## src/rtl/spi_cmd_ram_if.sv

```systemverilog
// Bus between the SPI slave and the command-decoded RAM: receive command words in,
// read data plus status out.
interface spi_cmd_ram_if #(
    parameter int unsigned DATA_W = 8
);
    logic [DATA_W+1:0] din;
    logic              rx_valid;
    logic [DATA_W-1:0] dout;
    logic              tx_valid;
    logic              tx_ready;
    logic              busy;
    logic              rd_overrun;

    modport master (
        output din, rx_valid, tx_ready,
        input  dout, tx_valid, busy, rd_overrun
    );

    modport slave (
        input  din, rx_valid, tx_ready,
        output dout, tx_valid, busy, rd_overrun
    );
endinterface

```

## src/rtl/spi_cmd_ram.sv

```systemverilog
// Single-port RAM decoded from 2-bit SPI commands, with a valid/ready read return path.
// Optional burst auto-increment of both addresses when SPI_RAM_AUTO_INC_EN is defined.
module spi_cmd_ram #(
    parameter int unsigned DATA_W    = 8,
    parameter int unsigned ADDR_W    = 8,
    parameter int unsigned MEM_DEPTH = 256
) (
    input logic          clk,
    input logic          rst_n,
    spi_cmd_ram_if.slave bus
);
    typedef enum logic [1:0] {StIdle, StFetch, StHold} state_e;
    typedef enum logic [1:0] {
        CmdWrAddr = 2'b00,
        CmdWrData = 2'b01,
        CmdRdAddr = 2'b10,
        CmdRdData = 2'b11
    } cmd_e;

    state_e            state_q;
    logic [ADDR_W-1:0] wr_addr_q, rd_addr_q, fetch_addr_q;
    logic [DATA_W-1:0] dout_q;
    logic              tx_valid_q;
    logic              overrun_q;
    logic [DATA_W-1:0] mem [MEM_DEPTH];

    cmd_e              cmd;
    logic [DATA_W-1:0] payload;
    logic [ADDR_W-1:0] addr;

    assign cmd     = cmd_e'(bus.din[DATA_W+1:DATA_W]);
    assign payload = bus.din[DATA_W-1:0];
    assign addr    = payload[ADDR_W-1:0];

    // Stored addresses are always in range, so writes can never land outside the array.
    function automatic logic [ADDR_W-1:0] wrap_addr(input logic [ADDR_W-1:0] a);
        logic [31:0] t;
        t = 32'(a) % MEM_DEPTH;
        return t[ADDR_W-1:0];
    endfunction

`ifdef SPI_RAM_AUTO_INC_EN
    localparam logic [ADDR_W-1:0] LastAddr = ADDR_W'(MEM_DEPTH - 1);

    function automatic logic [ADDR_W-1:0] next_addr(input logic [ADDR_W-1:0] a);
        return (a == LastAddr) ? '0 : a + ADDR_W'(1);
    endfunction
`endif

    always_ff @(posedge clk) begin
        if (bus.rx_valid && cmd == CmdWrData) begin
            mem[wr_addr_q] <= payload;
        end
    end

    always_ff @(posedge clk or negedge rst_n) begin
        if (!rst_n) begin
            state_q      <= StIdle;
            wr_addr_q    <= '0;
            rd_addr_q    <= '0;
            fetch_addr_q <= '0;
            dout_q       <= '0;
            tx_valid_q   <= 1'b0;
            overrun_q    <= 1'b0;
        end else begin
            unique case (state_q)
                StIdle: ;
                // fetch_addr_q froze rd_addr at accept; a same-edge write is not yet visible
                StFetch: begin
                    dout_q     <= mem[fetch_addr_q];
                    tx_valid_q <= 1'b1;
                    state_q    <= StHold;
                end
                StHold: begin
                    if (bus.tx_ready) begin
                        tx_valid_q <= 1'b0;
                        state_q    <= StIdle;
                    end
                end
                default: state_q <= StIdle;
            endcase

            if (bus.rx_valid) begin
                unique case (cmd)
                    CmdWrAddr: wr_addr_q <= wrap_addr(addr);
`ifdef SPI_RAM_AUTO_INC_EN
                    CmdWrData: wr_addr_q <= next_addr(wr_addr_q);
`else
                    CmdWrData: ;
`endif
                    CmdRdAddr: rd_addr_q <= wrap_addr(addr);
                    CmdRdData: begin
                        if (state_q != StIdle) begin
                            overrun_q <= 1'b1;
                        end else begin
                            state_q      <= StFetch;
                            fetch_addr_q <= rd_addr_q;
`ifdef SPI_RAM_AUTO_INC_EN
                            rd_addr_q    <= next_addr(rd_addr_q);
`endif
                        end
                    end
                endcase
            end
        end
    end

    assign bus.dout       = dout_q;
    assign bus.tx_valid   = tx_valid_q;
    assign bus.busy       = (state_q != StIdle);
    assign bus.rd_overrun = overrun_q;

endmodule
```

## src/flat_wrapper.sv

```systemverilog
// flat-port wrapper written by rule: the top's interface ports become plain ports
module spi_cmd_ram_flat 
#(
    parameter int unsigned DATA_W    = 8,
    parameter int unsigned ADDR_W    = 8,
    parameter int unsigned MEM_DEPTH = 256
)
  (clk, rst_n, bus_din, bus_rx_valid, bus_tx_ready, bus_dout, bus_tx_valid, bus_busy, bus_rd_overrun);
  spi_cmd_ram_if #(.DATA_W(DATA_W)) bus_i ();
  input logic clk;
  input logic rst_n;
  input wire logic [$bits(bus_i.din)-1:0] bus_din;
  input wire logic [$bits(bus_i.rx_valid)-1:0] bus_rx_valid;
  input wire logic [$bits(bus_i.tx_ready)-1:0] bus_tx_ready;
  output wire logic [$bits(bus_i.dout)-1:0] bus_dout;
  output wire logic [$bits(bus_i.tx_valid)-1:0] bus_tx_valid;
  output wire logic [$bits(bus_i.busy)-1:0] bus_busy;
  output wire logic [$bits(bus_i.rd_overrun)-1:0] bus_rd_overrun;
  assign bus_i.din = bus_din;
  assign bus_i.rx_valid = bus_rx_valid;
  assign bus_i.tx_ready = bus_tx_ready;
  assign bus_dout = bus_i.dout;
  assign bus_tx_valid = bus_i.tx_valid;
  assign bus_busy = bus_i.busy;
  assign bus_rd_overrun = bus_i.rd_overrun;
  spi_cmd_ram #(.DATA_W(DATA_W), .ADDR_W(ADDR_W), .MEM_DEPTH(MEM_DEPTH)) u_core (.clk(clk), .rst_n(rst_n), .bus(bus_i));
endmodule
```

## config.mk

```make
export PLATFORM = sky130hd
export DESIGN_NAME = spi_cmd_ram_flat
export DESIGN_NICKNAME = d
export VERILOG_FILES = /design/src/rtl/spi_cmd_ram_if.sv /design/src/rtl/spi_cmd_ram.sv /design/src/flat_wrapper.sv
export SDC_FILE = /design/constraint.sdc
export NUM_CORES = 2
export LEC_CHECK = 0
export BUFFER_PORTS_ARGS = -buffer_cell sky130_fd_sc_hd__buf_2
export CORE_MARGIN = 2
export CORE_UTILIZATION = 53
export CTS_CLUSTER_SIZE = 30
export DETAILED_ROUTE_END_ITERATION = 10
export GPL_TIMING_DRIVEN = 0
export PLACE_DENSITY = 0.7
export SLEW_MARGIN = 10
export SYNTH_ARGS = -nofsm -noshare
export SYNTH_HDL_FRONTEND = slang
export SYNTH_SLANG_ARGS = --single-unit
```

## constraint.sdc

```tcl
create_clock -name clk -period 3.25 [get_ports clk]
set_input_delay 0 -clock clk [delete_from_list [all_inputs] [get_ports clk]]
set_output_delay 0 -clock clk [all_outputs]
set_load 0.05 [all_outputs]
```

==> results.ini <==
[run_status]
violations = negative setup slack
status = complete, but fails checks

[final_layout]
postLayoutCellArea_mm2 = 0.0963
mostFrequentLayoutCells = 2048 x edfxtp_1, 391 x mux4_2, 212 x mux2i_1, 212 x clkbuf_16, 163 x buf_4
layout_commonest_cell = edfxtp_1
drive_above_1_share_pct = 31.9
synthToLayoutAreaGrowth_pct = 18.5
nets = 4394
fillers = 10149

[drt]
viasPerCell = 7.24
drtIter0Drc = 9791
wl_per_cell_um = 44.6
wl_um = 294000
vias = 47752
drtPass1Iterations = 9
drc_errors = 0
ant_nets = 0

[yosys]
synth_area_mm2 = 0.0813
synth-edff-count = 2048
synthArstFlopShare_pct = 1.73
synth_seq_cells = 2084
synth_top_area_share_pct = 75.7
syn_nets = 3941
synth_top_cell_by_area = edfxtp_1
ys_warn_count = 0
ys_types = 65
synthCells = 3927
ys.flop_type = edfxtp_1
synth_area_leaders = edfxtp_1 76%, mux4_2 11%, mux2i_1 2.8%
avgSynthCellArea_um2 = 20.7
yosysSeqAreaShare_pct = 76.8

[clock_network]
clk_pin_slew_worst_paths_ns = 0.06
cts_inserted_buffers = 204
clockRootBuffer = clkbuf_16
cts_sinks = 2084
htreeDepth = 4
clockBufferDepth = 3
clock_latency_ns = 0.88
cts_tree = done

[global_route]
antenna_found_initial = 12
grt_max_degree = 142
track_usage_pct = 37.2
grt.overflow.total = 0
grt_pass1_vias = 43947
grt_pass1_wl_um = 386000

[floorplanning]
io_pins = 25
die_y_um = 396
initial_core_util_pct = 53.4
core_area_mm2 = 0.152
rows = 143
chipWidth_um = 396
die_area_mm2 = 0.156

[power]
power_leakage_nw = 30.2
power.density_mw_per_mm2 = 763
ir_worst_vdd_uv = 595
power.total_w = 0.0735

[placed_design]
io_buffers = 24
gp_congestion = 1.04
dpl-instance-area_mm2 = 0.0848
detailed_place_hpwl_um = 185000
pre_cts_ws_ns = -2.14

[timing]
worst_slew_pin_slew_ns = 1.38
hold_violations = 0
setup_viol = 341
post-route-worst-setup-slack_ns = -0.291
fmax_mhz = 282
fin_skew_ns = 0.0531
max_slew_margin_pct = 8.19
fin_tns_setup_ns = -18.38
rsz0062_at_grt = yes
fin_crit_sh_pct = 109
final_max_slew_viol_count = 0
fin_crit_ns = 3.54
whs_ns = 0.114

[critical_path]
crit_type = flip-flop to flip-flop
worstPathMaxFanout = 10
end_kind = flip-flop
arrival_ns = 4.31
startpoint_type = flip-flop
critPathRequiredTime_ns = 4.02

[run]
drv_cap = 0

[worst_hold_path]
min_path_type = input pin to flip-flop

[critical path, stage by stage (launching register included)]
cell and delay, ns:
dfrtp_2 0.51, buf_12 0.20, or2_2 0.45, clkbuf_2 0.51, o22ai_2 0.29, nor2_1 0.07, o21a_2 0.26, a2111oi_4 0.61
o2111ai_4 0.30, o211ai_1 0.19
[cell type report]
type                    instances  area (µm²)  area share, %
diodes                         12        30.0         0.0312
clock buffers                 256        5450           5.66
flip-flops and latches       2084       62400           64.8
plain buffers                 233        3010           3.13
well taps                    2030        2540           2.64
multi-input cells            1595       18900           19.6
inverters                       9        40.0         0.0416
repair buffers                253        2950           3.06
clock inverters               121        1030           1.07
[final timing paths]
| path | from | to | slack [ns] | cells after the start |
|---|---|---|---|---|
| setup / recovery | u_core.fetch_addr_q[1] | u_core.bus.dout[0] | -0.29 | 9 |
| hold / removal | bus_din[4] | u_core.mem[42][4] | 0.11 | 2 |
| setup reg to reg | u_core.fetch_addr_q[1] | u_core.bus.dout[0] | -0.29 | 9 |
| hold reg to reg | u_core.rd_addr_q[1] | u_core.fetch_addr_q[1] | 0.48 | 2 |
| max in group asynchronous | rst_n | u_core.fetch_addr_q[3] | 2.73 | 4 |
| min in group asynchronous | rst_n | u_core.bus.tx_valid | 0.21 | 4 |
[sequential cells by signal (all words and copies together), names as in the netlist]
register and count:
u_core.mem 2048, u_core.bus.dout 8, u_core.fetch_addr_q 8, u_core.rd_addr_q 8
u_core.wr_addr_q 8, u_core.state_q 2, u_core.bus.rd_overrun 1, u_core.bus.tx_valid 1
[cell families after synthesis]
group / Yosys count / share of synthesized area (%)
AO/OA/AOI/OAI: 398 / 3.50
flip-flops: 2084 / 76.8
multiplexers: 668 / 14.9
buffers and inverters: 248 / 2.04
AND/OR/NAND/NOR: 529 / 2.77
[where the power goes]
group          total (W)  switching [W]  internal (W)
Clock             0.0235         0.0105        0.0130
Sequential        0.0299       0.000293        0.0297
Combinational     0.0201         0.0128       0.00728
Total             0.0735         0.0235        0.0499
[metrics by stage]
stage,utilization [%],std cells
floorplan,-,3927
global placement,55.2,5981
detailed placement,55.7,6007
CTS,62.1,6469
global route,63.3,6581
finish,63.3,6593
[metal layers]
layer / wire length [µm] / GRT usage, % / up-vias
met3: 50000 / 16.0 / 1072
li1: - / - / 17342
met5: 39 / 0 / -
met4: 22500 / 23.7 / 6
met2: 125000 / 52.0 / 4877
met1: 96100 / 48.0 / 24455
[cells in the mapped netlist (3+ instances only)]
master and instances:
edfxtp_1 2048, mux4_2 388, nor2_1 304, mux2i_1 227, clkbuf_1 123, nand2_1 96
a22oi_1 93, a21oi_1 54, o22ai_1 53, o221ai_1 50, nand3_1 43, dfrtp_1 36
buf_2 34, mux4_1 34, o21ai_0 34, buf_6 31, nor3_1 21, mux2_2 19
a211oi_1 18, buf_12 17, buf_4 17, nand4_1 15, a31oi_1 14, a221oi_1 13
a22o_1 11, buf_8 10, nor2b_1 10, o211ai_1 10, and2_1 9, inv_1 8
buf_1 7, nand2b_1 7, or3_1 7, a2111oi_0 6, o2111ai_1 5, nor4_1 4
o311ai_1 4, a211o_1 3, a21boi_0 3, nor3b_1 3, o211a_1 3, o21ai_1 3
o31ai_1 3
[timing repair]
| item | CTS | global route |
|---|---|---|
| gates cloned | 0 | 3 |
| setup buffers | 72 | 112 |
| hold buffers | 17 | 0 |
| resized for setup | 599 | 207 |
| hold endpoints to repair | 1341 | 0 |
| pin swaps | 30 | 43 |
| setup endpoints to repair | 1297 | 804 |
Power figures use the tool's default switching activity.
